### src/rtl/alu_seq_pkg.sv
// Shared types and op decode for the ALU operation sequencer.
package alu_seq_pkg;

  // {funct7[5], funct3} op codes
  localparam logic [3:0] OP_ADD  = 4'b0000;
  localparam logic [3:0] OP_SUB  = 4'b1000;
  localparam logic [3:0] OP_SLL  = 4'b0001;
  localparam logic [3:0] OP_SLT  = 4'b0010;
  localparam logic [3:0] OP_SLTU = 4'b0011;
  localparam logic [3:0] OP_XOR  = 4'b0100;
  localparam logic [3:0] OP_SRL  = 4'b0101;
  localparam logic [3:0] OP_OR   = 4'b0110;
  localparam logic [3:0] OP_AND  = 4'b0111;
  localparam logic [3:0] OP_SRA  = 4'b1101;

  typedef enum logic [1:0] {
    ST_IDLE,
    ST_EXEC,
    ST_SHIFT,
    ST_DONE
  } state_t;

  typedef struct packed {
    logic invert_a;
    logic invert_b;
    logic carry_in;
    logic or_en;
    logic flood_carry;
  } alu_ctrl_t;

  // ALU control lines for an op; funct7[5] only matters for ADD/SUB.
  // Shift ops return all-zero (ADD), which is what SLL doubling and the
  // shamt=0 pass-through need.
  function automatic alu_ctrl_t op_to_ctrl(input logic [3:0] op);
    alu_ctrl_t c;
    c = '0;
    case (op[2:0])
      OP_ADD[2:0]: begin
        c.invert_b = op[3];
        c.carry_in = op[3];
      end
      OP_SLT[2:0], OP_SLTU[2:0]: begin
        c.invert_b = 1'b1;
        c.carry_in = 1'b1;
      end
      OP_XOR[2:0]: begin
        c.invert_b    = 1'b1;
        c.flood_carry = 1'b1;
      end
      OP_OR[2:0]: c.or_en = 1'b1;
      OP_AND[2:0]: begin
        c.invert_a    = 1'b1;
        c.invert_b    = 1'b1;
        c.or_en       = 1'b1;
        c.flood_carry = 1'b1;
      end
      default: c = '0;
    endcase
    return c;
  endfunction

endpackage

### src/rtl/alu_ctrl_decode.sv
// Combinational op -> ALU control decode, also used by the microcode decoder.
module alu_ctrl_decode
  import alu_seq_pkg::*;
(
  input  logic [3:0] op,
  output alu_ctrl_t  ctrl
);

  assign ctrl = op_to_ctrl(op);

endmodule

### src/rtl/alu_sequencer.sv
// Sequences one RV32 ALU op through an external ripple-carry ALU; shifts
// run one bit per cycle. Result returned over a valid/ready handshake.
module alu_sequencer #(
  parameter int width      = 32,
  parameter int ShamtWidth = 5
) (
  input  logic             Clock,
  input  logic             ResetN,
  input  logic             ReqValid,
  output logic             ReqReady,
  input  logic [3:0]       ReqOp,
  input  logic [width-1:0] ReqA,
  input  logic [width-1:0] ReqB,
  output logic             RspValid,
  input  logic             RspReady,
  output logic [width-1:0] RspResult,
  output logic [width-1:0] AluA,
  output logic [width-1:0] AluB,
  output logic             AluCarryIn,
  output logic             AluOr,
  output logic             AluFloodCarry,
  output logic             AluInvertA,
  output logic             AluInvertB,
  input  logic             AluCarryOut,
  input  logic [width-1:0] AluResult
);
  import alu_seq_pkg::*;

  state_t                state_q, state_d;
  logic [3:0]            op_q, op_d;
  logic [width-1:0]      a_q, a_d, b_q, b_d;
  logic [width-1:0]      work_q, work_d;
  logic [ShamtWidth-1:0] cnt_q, cnt_d;
  logic [width-1:0]      rsp_result_q, rsp_result_d;

  alu_ctrl_t             op_ctrl;
  alu_ctrl_t             alu_ctrl;
  logic                  op_is_shift;
  logic                  op_is_sll;
  logic                  req_is_shift;
  logic [ShamtWidth-1:0] req_shamt;
  logic [width-1:0]      shift_val;
  logic [width-1:0]      exec_result;
  logic                  slt_bit;

  alu_ctrl_decode u_ctrl_decode (
    .op   (op_q),
    .ctrl (op_ctrl)
  );

  assign op_is_shift  = (op_q[1:0] == 2'b01);
  assign op_is_sll    = (op_q[2:0] == OP_SLL[2:0]);
  assign req_is_shift = (ReqOp[1:0] == 2'b01);
  assign req_shamt    = ReqB[ShamtWidth-1:0];

  // Drive the ALU only while it is in use; operands come from latched state
  always_comb begin
    AluA     = '0;
    AluB     = '0;
    alu_ctrl = '0;
    case (state_q)
      ST_EXEC: begin
        AluA     = a_q;
        AluB     = op_is_shift ? '0 : b_q;
        alu_ctrl = op_ctrl;
      end
      ST_SHIFT: begin
        if (op_is_sll) begin
          AluA = work_q;
          AluB = work_q;
        end
      end
      default: ;
    endcase
  end

  assign AluInvertA    = alu_ctrl.invert_a;
  assign AluInvertB    = alu_ctrl.invert_b;
  assign AluCarryIn    = alu_ctrl.carry_in;
  assign AluOr         = alu_ctrl.or_en;
  assign AluFloodCarry = alu_ctrl.flood_carry;

  // Per-op result: SLT/SLTU come from the subtract carry-out, rest from the ALU
  always_comb begin
    slt_bit = (a_q[width-1] != b_q[width-1]) ? a_q[width-1] : ~AluCarryOut;
    case (op_q[2:0])
      OP_SLT[2:0]:  exec_result = {{(width-1){1'b0}}, slt_bit};
      OP_SLTU[2:0]: exec_result = {{(width-1){1'b0}}, ~AluCarryOut};
      default:      exec_result = AluResult;
    endcase
    shift_val = op_is_sll ? AluResult
                          : {op_q[3] & work_q[width-1], work_q[width-1:1]};
  end

  // Next-state and datapath register updates
  always_comb begin
    state_d      = state_q;
    op_d         = op_q;
    a_d          = a_q;
    b_d          = b_q;
    work_d       = work_q;
    cnt_d        = cnt_q;
    rsp_result_d = rsp_result_q;
    case (state_q)
      ST_IDLE: begin
        if (ReqValid) begin
          op_d = ReqOp;
          a_d  = ReqA;
          b_d  = ReqB;
          if (req_is_shift && (req_shamt != '0)) begin
            work_d  = ReqA;
            cnt_d   = req_shamt;
            state_d = ST_SHIFT;
          end else begin
            state_d = ST_EXEC;
          end
        end
      end
      ST_EXEC: begin
        rsp_result_d = exec_result;
        state_d      = ST_DONE;
      end
      ST_SHIFT: begin
        work_d = shift_val;
        cnt_d  = cnt_q - 1'b1;
        if (cnt_q == ShamtWidth'(1)) begin
          rsp_result_d = shift_val;
          state_d      = ST_DONE;
        end
      end
      ST_DONE: begin
        if (RspReady) state_d = ST_IDLE;
      end
      default: state_d = ST_IDLE;
    endcase
  end

  // State and datapath registers; reset abandons any op in flight
  always_ff @(posedge Clock or negedge ResetN) begin
    if (!ResetN) begin
      state_q      <= ST_IDLE;
      op_q         <= '0;
      a_q          <= '0;
      b_q          <= '0;
      work_q       <= '0;
      cnt_q        <= '0;
      rsp_result_q <= '0;
    end else begin
      state_q      <= state_d;
      op_q         <= op_d;
      a_q          <= a_d;
      b_q          <= b_d;
      work_q       <= work_d;
      cnt_q        <= cnt_d;
      rsp_result_q <= rsp_result_d;
    end
  end

  assign ReqReady  = (state_q == ST_IDLE);
  assign RspValid  = (state_q == ST_DONE);
  assign RspResult = rsp_result_q;

endmodule

### config.mk
export PLATFORM = sky130hd
export DESIGN_NAME = alu_sequencer
export DESIGN_NICKNAME = d
export VERILOG_FILES = /design/src/rtl/alu_seq_pkg.sv /design/src/rtl/alu_ctrl_decode.sv /design/src/rtl/alu_sequencer.sv
export SDC_FILE = /design/constraint.sdc
export NUM_CORES = 1
export LEC_CHECK = 0
export ABC_AREA = 1
export BUFFER_PORTS_ARGS = -buffer_cell sky130_fd_sc_hd__buf_4
export CAP_MARGIN = 0
export CORE_MARGIN = 1
export CORE_UTILIZATION = 57
export CTS_CLUSTER_SIZE = 20
export DETAILED_ROUTE_END_ITERATION = 8
export PLACE_DENSITY = 0.95
export SKIP_LAST_GASP = 1
export SYNTH_ARGS = -nofsm -noshare
export SYNTH_HDL_FRONTEND = slang
export SYNTH_SLANG_ARGS = --single-unit
export TNS_END_PERCENT = 1
### constraint.sdc
create_clock -name Clock -period 4.2 [get_ports Clock]
set_clock_uncertainty 0.15 [all_clocks]
set_input_delay 0.63 -clock Clock [delete_from_list [all_inputs] [get_ports Clock]]
set_output_delay 0.63 -clock Clock [all_outputs]
set_load 0.005 [all_outputs]
==> impl_metrics.json <==
{
  "cpPeakStageDelay_ns": 0.87,
  "viasPerCell": 5.64,
  "dieArea_um2": 13800,
  "cp_max_fo": 34,
  "dp_hpwl_um": 15500,
  "maxCapViolCount": 0,
  "max_freq_mhz": 256,
  "cts.sinks": 139,
  "setup-tns-final_ns": 0,
  "p_sw_share_pct": 42.5,
  "dr.pass1.iters": 6,
  "hold_viol_final": 0,
  "drive_gt1_share_pct": 28.1,
  "endpoint_kind": "output port",
  "grt_setup_unrepaired": "false",
  "grt_max_degree": 89,
  "h-tree-depth": 4,
  "crit_path_cell_trace": "nor2_4 > nand2_2 > nor2_4 > nand2_1 > a21oi_1 > buf_4",
  "ioPinCount": 208,
  "cts_tree": "done",
  "start_kind": "flop",
  "multiInputGateArea_um2": 3540,
  "drc": 0,
  "worstMarginPinSlew_ns": 1.11,
  "power_mw": 8.01,
  "worst_path_most_repeated_cell": "nor2_4",
  "power.leakage_nw": 5.23,
  "hold_ws_ns": 0.0903,
  "power_frac_clock_pct": 20.7,
  "placement.io_buffers": 207,
  "finalSetupViolations": 0,
  "p_comb_share_pct": 48.5,
  "cts_hold_buf": 0,
  "p_per_area_nw_per_um2": 812,
  "ant_nets": 0,
  "antenna_found_initial": 0,
  "cp.required_ns": 3.42,
  "layout_commonest_cell": "nand2_1",
  "row_count": 41,
  "post-place-cells": 1330,
  "worstSetupPathType": "reg -> out",
  "cts-root-buf": "clkbuf_16",
  "vias": 7678,
  "grt_usage_pct": 34.4,
  "cts_buffer_depth": 2,
  "drt_iter0_markers": 671,
  "critical_path_buf_inv_count": 1,
  "dpl-instance-area_um2": 9210,
  "power.switching_mw": 3.40,
  "stdcell_area_um2": 9860,
  "clk_pin_slew_ns": 0.06,
  "initial_core_util_pct": 59.4,
  "vdd_drop_max_uv": 944,
  "grt_overflow": 0,
  "grt_pass1_vias": 7624,
  "wl_per_cell_um": 17.2,
  "min_path_type": "in -> async",
  "max-slew-margin-rel_pct": 25.9,
  "fin_util_pct": 76.9,
  "synth_cell_types": 26,
  "layout_min_cycle_time_ns": 3.90,
  "run_status": "complete, no violations",
  "fp.dieW_um": 118,
  "stdcell_count": 1362,
  "numCtsBuffers": 17,
  "fin_ws_ns": 0.298,
  "die_y_um": 118,
  "final_nets": 1288,
  "cp_slowest_cell": "nor2_4",
  "synth_top_area_cell": "dfrtp_1",
  "seqPwrFrac_pct": 30.8,
  "ys_seq_area_share_pct": 45.7,
  "synthesis.instances": 999,
  "synth.top_cell.area_share_pct": 45.7,
  "netlist_area_um2": 7610,
  "maxSlewViolCount": 0,
  "antenna_cells": 0,
  "cpLargestDelayFamily": "simple AND/OR/NAND/NOR gates",
  "synth.avg_cell_area_um2": 7.62,
  "worstPathArrival_ns": 3.12,
  "regArea_um2": 3480,
  "layout.cells.most_common_list": "nand2_1 (421), buf_4 (215), dfrtp_1 (139), nand3_1 (82), inv_1 (80)",
  "core_area_um2": 12800,
  "yosys_warnings": 0,
  "finalWeightedCongestion": 0.909,
  "synth_seq_cells": 139,
  "netlist_top_cells_area": "dfrtp_1 (46%), nand2_1 (21%), mux2_2 (8.7%)",
  "cts.repair.resized": 0,
  "p_int_mw": 4.61,
  "wirelength_um": 23500,
  "area_growth_pct": 29.5,
  "post-place-ws_ns": 0.856,
  "clock_latency_ns": 0.43,
  "grt_pass1_wl_um": 37100,
  "fill_cells": 877,
  "cts_setup_buffers": 0,
  "syn_nets": 1110,
  "finalCritPeriodShare_pct": 92.9
}
## sequential cells by signal, indices dropped and copies added, names as in the netlist
| name | count |
|---|---|
| a_q | 32 |
| RspResult | 32 |
| work_q | 32 |
| cnt_q | 5 |
| b_q | 32 |
| state_q | 2 |
| op_q | 4 |
## layout make-up
class,instances,share of cell area (%)
timing repair buffer,217,16.7
tap,172,2.18
multi-input combinational,716,35.9
sequential,139,35.3
inverter,86,3.27
clock inverter,10,1.64
clock buffer,22,5.01
## final timing paths
path	start	end	slack, ns	cells past startpoint
setup / recovery	op_q[1]	AluB[20]	0.30	6
hold / removal	ResetN	cnt_q[2]	0.09	1
setup reg to reg	state_q[0]	RspResult[11]	1.51	9
hold reg to reg	RspResult[5]	RspResult[5]	0.33	2
max in group asynchronous	ResetN	a_q[20]	3.06	2
min in group Clock	ReqB[20]	b_q[20]	0.28	2
## layer usage
metal / vias to the layer above / global-route usage [%] / part of all wire [%]
li1: 3530 / - / -
met2: 466 / 56.4 / 48
met5: - / 0 / 0
met1: 3607 / 40.9 / 39
met3: 75 / 8.19 / 8.9
met4: 0 / 21.2 / 4.2
## cells by family (layout without fill, tap and decap cells)
group,after synthesis,after routing,share of synthesized area (%)
simple gates,535,535,28.3
buf+inv,144,335,8.08
compound gates,116,116,8.18
fa+ha+maj,6,6,0.986
mux,59,59,8.72
flops,139,139,45.7
## power groups by stage
stage / combinational (mW) / clock [mW] / sequential, mW
2_1_floorplan: 2.56 / 0 / 2.36
3_3_place_gp: 3.66 / 0 / 2.43
3_5_place_dp: 3.79 / 0 / 2.46
4_1_cts: 3.85 / 1.66 / 2.46
5_1_grt: 4.26 / 1.71 / 2.54
6_report: 3.89 / 1.65 / 2.47
## synthesized netlist by cell type
| master | number |
|---|---|
| mux2_2 | 59 |
| and2_1 | 1 |
| nand4_1 | 5 |
| inv_2 | 6 |
| a21oi_1 | 74 |
| nor2_4 | 2 |
| buf_8 | 1 |
| buf_1 | 1 |
| nand3b_1 | 1 |
| buf_2 | 33 |
| o21ai_0 | 30 |
| nor2_1 | 18 |
| dfrtp_1 | 139 |
| o221ai_1 | 1 |
| buf_4 | 4 |
| o21ai_2 | 10 |
| nand2_2 | 2 |
| nor2_2 | 1 |
| nand3_2 | 1 |
| ha_1 | 6 |
| nand3_1 | 82 |
| a31oi_1 | 1 |
| clkbuf_1 | 18 |
| inv_1 | 80 |
| buf_6 | 1 |
| nand2_1 | 422 |
Power figures use the tool's default switching activity.
